### config.mk
export PLATFORM = sky130hd
export DESIGN_NAME = dcim_host_driver
export DESIGN_NICKNAME = d
export VERILOG_FILES = /design/src/rtl/dcim_host_pkg.sv /design/src/rtl/dcim_result_fifo.sv /design/src/rtl/dcim_host_driver.sv
export SDC_FILE = /design/constraint.sdc
export NUM_CORES = 1
export LEC_CHECK = 0
export CORE_ASPECT_RATIO = 0.9
export CORE_MARGIN = 4
export CORE_UTILIZATION = 40
export CTS_CLUSTER_DIAMETER = 60
export DETAILED_ROUTE_END_ITERATION = 10
export GPL_ROUTABILITY_DRIVEN = 1
export GPL_TIMING_DRIVEN = 0
export PLACE_DENSITY = 0.59
export SYNTH_ARGS = -nofsm -noshare
export SYNTH_HDL_FRONTEND = slang
export SYNTH_SLANG_ARGS = --single-unit
### constraint.sdc
create_clock -name clk -period 8 [get_ports clk]
set_input_delay 1.2 -clock clk [delete_from_list [all_inputs] [get_ports clk]]
set_output_delay 1.2 -clock clk [all_outputs]
set_load 0.05 [all_outputs]
### src/rtl/dcim_host_pkg.sv
// dcim_host_pkg: FSM state encoding, default geometry and init-timeout constant for the DCIM host driver
package dcim_host_pkg;
  localparam int DCIM_DATA_WIDTH   = 8;
  localparam int DCIM_ADDR_COUNT   = 16;
  localparam int DCIM_ADDR_WIDTH   = 4;
  localparam int DCIM_FIFO_DEPTH   = 4;
  localparam int DCIM_INIT_TIMEOUT = 256;
  typedef enum logic [2:0] {
    S_IDLE,
    S_LOAD,
    S_WAIT_INIT,
    S_COMPUTE,
    S_DRAIN,
    S_DONE
  } dcim_state_e;
endpackage

### src/rtl/dcim_result_fifo.sv
// dcim_result_fifo: first-word-fall-through result FIFO (power-of-2 depth)
// Ports: push_i/data_i write side, pop_i/valid_o/data_o read side, count_o occupancy.
module dcim_result_fifo #(
  parameter int MULT_WIDTH = 16,
  parameter int FIFO_DEPTH = 4
) (
  input  logic                          clk,
  input  logic                          rst,
  input  logic                          push_i,
  input  logic [MULT_WIDTH-1:0]         data_i,
  input  logic                          pop_i,
  output logic                          valid_o,
  output logic [MULT_WIDTH-1:0]         data_o,
  output logic [$clog2(FIFO_DEPTH):0]   count_o
);
  localparam int PW = $clog2(FIFO_DEPTH);
  logic [MULT_WIDTH-1:0] mem_q [FIFO_DEPTH];
  logic [PW-1:0] wr_q, wr_d, rd_q, rd_d;
  logic [PW:0] cnt_q, cnt_d;
  logic do_push, do_pop;
  always_comb begin
    do_push = push_i && cnt_q != (PW+1)'(FIFO_DEPTH);
    do_pop  = pop_i && valid_o;
    wr_d    = wr_q + PW'(do_push);
    rd_d    = rd_q + PW'(do_pop);
    cnt_d   = cnt_q + (PW+1)'(do_push) - (PW+1)'(do_pop);
  end
  always_ff @(posedge clk) begin
    if (rst) begin
      wr_q  <= '0;
      rd_q  <= '0;
      cnt_q <= '0;
    end else begin
      wr_q  <= wr_d;
      rd_q  <= rd_d;
      cnt_q <= cnt_d;
    end
  end
  always_ff @(posedge clk) if (do_push) mem_q[wr_q] <= data_i;
  assign valid_o = cnt_q != '0;
  assign data_o  = valid_o ? mem_q[rd_q] : '0;
  assign count_o = cnt_q;
endmodule

### src/rtl/dcim_host_driver.sv
// dcim_host_driver: sequences weight load, credit-limited activation issue and result drain for a DCIM multiplier macro
// Ports: start/num_ops job control; s_* operand stream in; pe_*/init_* macro drive and return; m_* result stream out; busy/done/timeout_err status.
module dcim_host_driver
  import dcim_host_pkg::*;
#(
  parameter int DATA_WIDTH = DCIM_DATA_WIDTH,
  parameter int ADDR_COUNT = DCIM_ADDR_COUNT,
  parameter int ADDR_WIDTH = DCIM_ADDR_WIDTH,
  parameter int MULT_WIDTH = 2 * DATA_WIDTH,
  parameter int FIFO_DEPTH = DCIM_FIFO_DEPTH
) (
  input  logic                  clk,
  input  logic                  rst,
  input  logic                  start,
  input  logic [15:0]           num_ops,
  input  logic                  s_valid,
  output logic                  s_ready,
  input  logic [DATA_WIDTH-1:0] s_data,
  output logic                  pe_ce,
  output logic                  init_enable,
  output logic [DATA_WIDTH-1:0] pe_data,
  input  logic [MULT_WIDTH-1:0] pe_result,
  input  logic                  pe_valid,
  input  logic                  init_done,
  output logic                  m_valid,
  input  logic                  m_ready,
  output logic [MULT_WIDTH-1:0] m_data,
  output logic                  busy,
  output logic                  done,
  output logic                  timeout_err
);
  localparam int CW = $clog2(FIFO_DEPTH);
  localparam int TW = $clog2(DCIM_INIT_TIMEOUT) + 1;
  dcim_state_e state_q, state_d;
  logic [15:0] num_ops_q, num_ops_d, issued_q, issued_d;
  logic [ADDR_WIDTH:0] load_cnt_q, load_cnt_d;
  logic [TW-1:0] tmr_q, tmr_d;
  logic [CW:0] inflight_q, inflight_d, fifo_cnt;
  logic [CW+1:0] occupancy;
  logic timeout_q, timeout_d, init_en_q, init_en_d;
  logic [DATA_WIDTH-1:0] pe_data_q, pe_data_d;
  logic job_start, credit_ok, hs, issue, accept, init_expired;
  // Results still in the macro pipeline already own a FIFO slot, so they count against credit.
  assign occupancy = (CW+2)'(fifo_cnt) + (CW+2)'(inflight_q);
  always_comb begin
    job_start    = state_q == S_IDLE && start;
    credit_ok    = occupancy < (CW+2)'(FIFO_DEPTH);
    s_ready      = state_q == S_LOAD || (state_q == S_COMPUTE && credit_ok && issued_q < num_ops_q);
    hs           = s_valid && s_ready;
    issue        = hs && state_q == S_COMPUTE;
    accept       = pe_valid && (state_q == S_COMPUTE || state_q == S_DRAIN);
    init_expired = !init_done && tmr_q == TW'(DCIM_INIT_TIMEOUT - 1);
    num_ops_d    = job_start ? num_ops : num_ops_q;
    load_cnt_d   = job_start ? '0 : load_cnt_q + (ADDR_WIDTH+1)'(hs && state_q == S_LOAD);
    issued_d     = job_start ? '0 : issued_q + 16'(issue);
    inflight_d   = job_start ? '0 : inflight_q + (CW+1)'(issue) - (CW+1)'(accept);
    tmr_d        = state_q == S_WAIT_INIT ? tmr_q + TW'(1) : '0;
    timeout_d    = job_start ? 1'b0 : timeout_q || (state_q == S_WAIT_INIT && init_expired);
    init_en_d    = hs && state_q == S_LOAD;
    pe_data_d    = hs ? s_data : pe_data_q;
    state_d      = state_q;
    case (state_q)
      S_IDLE:      if (start) state_d = S_LOAD;
      S_LOAD:      if (hs && load_cnt_q == (ADDR_WIDTH+1)'(ADDR_COUNT - 1)) state_d = S_WAIT_INIT;
      S_WAIT_INIT: if (init_done) state_d = num_ops_q == '0 ? S_DONE : S_COMPUTE;
                   else if (init_expired) state_d = S_DONE;
      S_COMPUTE:   if (issue && issued_q == num_ops_q - 16'd1) state_d = S_DRAIN;
      S_DRAIN:     if (inflight_q == '0 && !m_valid) state_d = S_DONE;
      S_DONE:      state_d = S_IDLE;
      default:     state_d = S_IDLE;
    endcase
  end
  always_ff @(posedge clk) begin
    if (rst) begin
      state_q    <= S_IDLE;
      num_ops_q  <= '0;
      issued_q   <= '0;
      load_cnt_q <= '0;
      tmr_q      <= '0;
      inflight_q <= '0;
      timeout_q  <= 1'b0;
      init_en_q  <= 1'b0;
      pe_data_q  <= '0;
    end else begin
      state_q    <= state_d;
      num_ops_q  <= num_ops_d;
      issued_q   <= issued_d;
      load_cnt_q <= load_cnt_d;
      tmr_q      <= tmr_d;
      inflight_q <= inflight_d;
      timeout_q  <= timeout_d;
      init_en_q  <= init_en_d;
      pe_data_q  <= pe_data_d;
    end
  end
  dcim_result_fifo #(
    .MULT_WIDTH (MULT_WIDTH),
    .FIFO_DEPTH (FIFO_DEPTH)
  ) u_fifo (
    .clk     (clk),
    .rst     (rst),
    .push_i  (accept),
    .data_i  (pe_result),
    .pop_i   (m_ready),
    .valid_o (m_valid),
    .data_o  (m_data),
    .count_o (fifo_cnt)
  );
  assign pe_ce       = state_q != S_IDLE;
  assign busy        = state_q != S_IDLE;
  assign done        = state_q == S_DONE;
  assign timeout_err = timeout_q;
  assign init_enable = init_en_q;
  assign pe_data     = pe_data_q;
endmodule

==> impl_metrics.yaml <==
clock_tree:
  htreeDepth: 4
  cts.path.max_buffers: 2
  cts_hold_buffers: 0
  root_buffer: "clkbuf_16"
  cts_buffers: 17
  cts.clk_slew.worst_paths_ns: 0.06
  clkLatencyLatePin_ns: 0.42
  cts.sinks: 133
  cts_setup_buffers: 0
  cts_tree: "yes"
  post_cts_resized: 0
logic_synthesis:
  ys_ff_latch: 133
  synth_enable_flop_cells: 64
  yosysMostFrequentCell: "dfxtp_1"
  synth_area_leaders: "edfxtp_1, dfxtp_1, ha_1"
  syn_area_um2: 6220
  synthCells: 557
  yosysTopAreaCellShare: 0.309
  synth.avg_cell_area_um2: 11.2
  ys_seq_area_frac: 0.531
  syn-num-nets: 638
  synth_top_cells_by_count: "dfxtp_1, edfxtp_1, nor2_1"
  yosysUniqueCellTypes: 54
  yosysWarnings: 0
  yosysTopAreaCell: "edfxtp_1"
  synthArstFlopShare: 0
  synth_flop_cell: "dfxtp_1"
power_and_ir_drop:
  irDropWorstVdd_uv: 331
  p_per_area_nw_per_um2: 318
  p_leak_uw: 0.00293
floorplan:
  start_util: 0.415
  die_width_um: 139
  core.rowCount: 42
  die_area_um2: 17600
  fp.dieH_um: 126
  num_io_pins: 78
  coreArea_um2: 15000
place:
  place_area_um2: 7280
  routabilityCongestion: 0.847
  place_inst: 834
  hpwl_mm: 9.86
  numPortBuffers: 76
  preCtsSetupSlack_ns: 3.67
route:
  drc: 0
  drt_iter0_markers: 291
  first_pass_iters: 4
  drt-total-wl_mm: 13.6
  vias: 4391
  wl_per_cell_um: 15.7
  viasPerCell: 5.07
  postRouteAntennaNets: 0
cells_and_area:
  regArea_um2: 3300
  drive_gt1_frac: 0.0973
  layout.cells.non_filler: 866
  design_area_um2: 7890
  antenna_cells: 0
  areaGrowthSynthToFinish_pct: 26.8
  layout.nets: 736
  fillerInstances: 1309
  multi_input_area_um2: 2710
grt:
  grt_start_max_net_pins: 17
  grt-ovfl-total: 0
  grt_pass1_vias: 4369
  grt_usage: 0.160
  antenna_found_initial: 0
  grt_pass1_wl_mm: 22.2
critical_path:
  worstPathArrival_ns: 3.42
  crit_slowest_cell: "buf_1"
  crit_buf_inv: 3
  required_ns: 6.80
  end_kind: "primary output"
  path_delay_family: "buffers and inverters"
  criticalPathCategory: "reg -> out"
  cp_max_fo: 10
  setup.worst_path.start_class: "flip-flop"
  path_cells: "clkbuf_1 -> buf_1 -> mux4_2 -> and2_1 -> clkdlybuf4s50_1"
  critPathMaxStageDelay_ns: 0.73
sta:
  setup_viol: 0
  slew_headroom: 0.371
  worst_pin_slew_ns: 0.940
  rsz0062_at_grt: "false"
  finalSetupTns_ns: 0
  skew_ns: 0.0108
  min_period_ns: 4.62
  max_freq_ghz: 0.216
  final.period_utilization: 0.578
  timing.final.ws_setup_ns: 3.38
  finalHoldViolCount: 0
  maxSlewViolCount: 0
worst_hold_path:
  hold_path.class: "reg -> reg"
status:
  status: "complete, no violations"
run:
  maxCapViolations: 0
## report_power, final
part	leakage, uW	total [uW]	internal [uW]	switching (uW)
Combinational	0.00151	906	367	539
Sequential	0.00114	809	764	45.3
Clock	0.000283	789	491	298
## layer usage
metal,global-route usage,up-vias,part of all wire
li1,-,2184,-
met1,0.223,2076,0.50
met2,0.238,118,0.43
met3,0.0493,13,0.056
met4,0.0524,0,0.012
met5,0,-,0
## cells by family (layout without fill, tap and decap cells)
| logic type | count (synthesis) | count (layout) | share of synthesized area |
|---|---|---|---|
| mux | 24 | 24 | 0.0708 |
| buf+inv | 55 | 166 | 0.0354 |
| xor+xnor | 47 | 47 | 0.0662 |
| fa+ha+maj | 34 | 34 | 0.0708 |
| compound gates | 59 | 59 | 0.0591 |
| flops | 133 | 133 | 0.531 |
| simple gates | 205 | 205 | 0.167 |
## layout make-up
cell class,instances,share of cell area
flip-flops and latches,133,0.419
multi-input cells,369,0.343
repair buffers,79,0.102
clock buffers,17,0.0539
well taps,198,0.0314
clock inverters,15,0.0230
inverters,30,0.0143
plain buffers,25,0.0136
## final timing paths
| check | from | end | slack, ns | cells past startpoint |
|---|---|---|---|---|
| max reg2reg | num_ops_q[15] | issued_q[14] | 4.53 | 15 |
| min | tmr_q[0] | tmr_q[0] | 0.45 | 1 |
| min reg2reg | tmr_q[0] | tmr_q[0] | 0.45 | 1 |
| max | u_fifo.rd_q[0] | m_data[13] | 3.38 | 5 |
## stage by stage
step | utilization | hold WS [ns] | power (uW)
5_1_grt | 0.527 | 0.479 | 2640
3_3_place_gp | 0.483 | 0.430 | 1720
4_1_cts | 0.527 | 0.463 | 2530
2_1_floorplan | - | 0.418 | 1470
3_5_place_dp | 0.486 | 0.452 | 1740
6_report | 0.527 | 0.454 | 2500
## registers in the layout, summed over array words and instances (netlist names)
signal,flops
num_ops_q,16
init_enable,1
state_q,3
u_fifo.mem_q,64
inflight_q,3
timeout_err,1
tmr_q,9
issued_q,16
pe_data,8
u_fifo.count_o,3
load_cnt_q,5
u_fifo.rd_q,2
u_fifo.wr_q,2
## cell usage in the layout (no fill, tap or decap), types with 6 or more instances in the layout
cell type | synthesis | layout
mux4_2 | 16 | 16
xor2_1 | 20 | 20
clkbuf_16 | 0 | 17
nor3_1 | 7 | 7
o21ai_0 | 8 | 8
clkbuf_1 | 20 | 20
clkdlybuf4s50_1 | 0 | 76
xnor2_1 | 27 | 27
a21oi_1 | 29 | 29
mux2i_1 | 8 | 8
nor2_1 | 56 | 54
nand4_1 | 10 | 10
and2_1 | 21 | 21
or3_1 | 6 | 6
nand2_1 | 50 | 50
dfxtp_1 | 69 | 69
and3_1 | 13 | 13
inv_1 | 30 | 30
edfxtp_1 | 64 | 64
ha_1 | 32 | 32
nand3_1 | 17 | 17
Note: power is estimated with default switching activity, not from simulation.
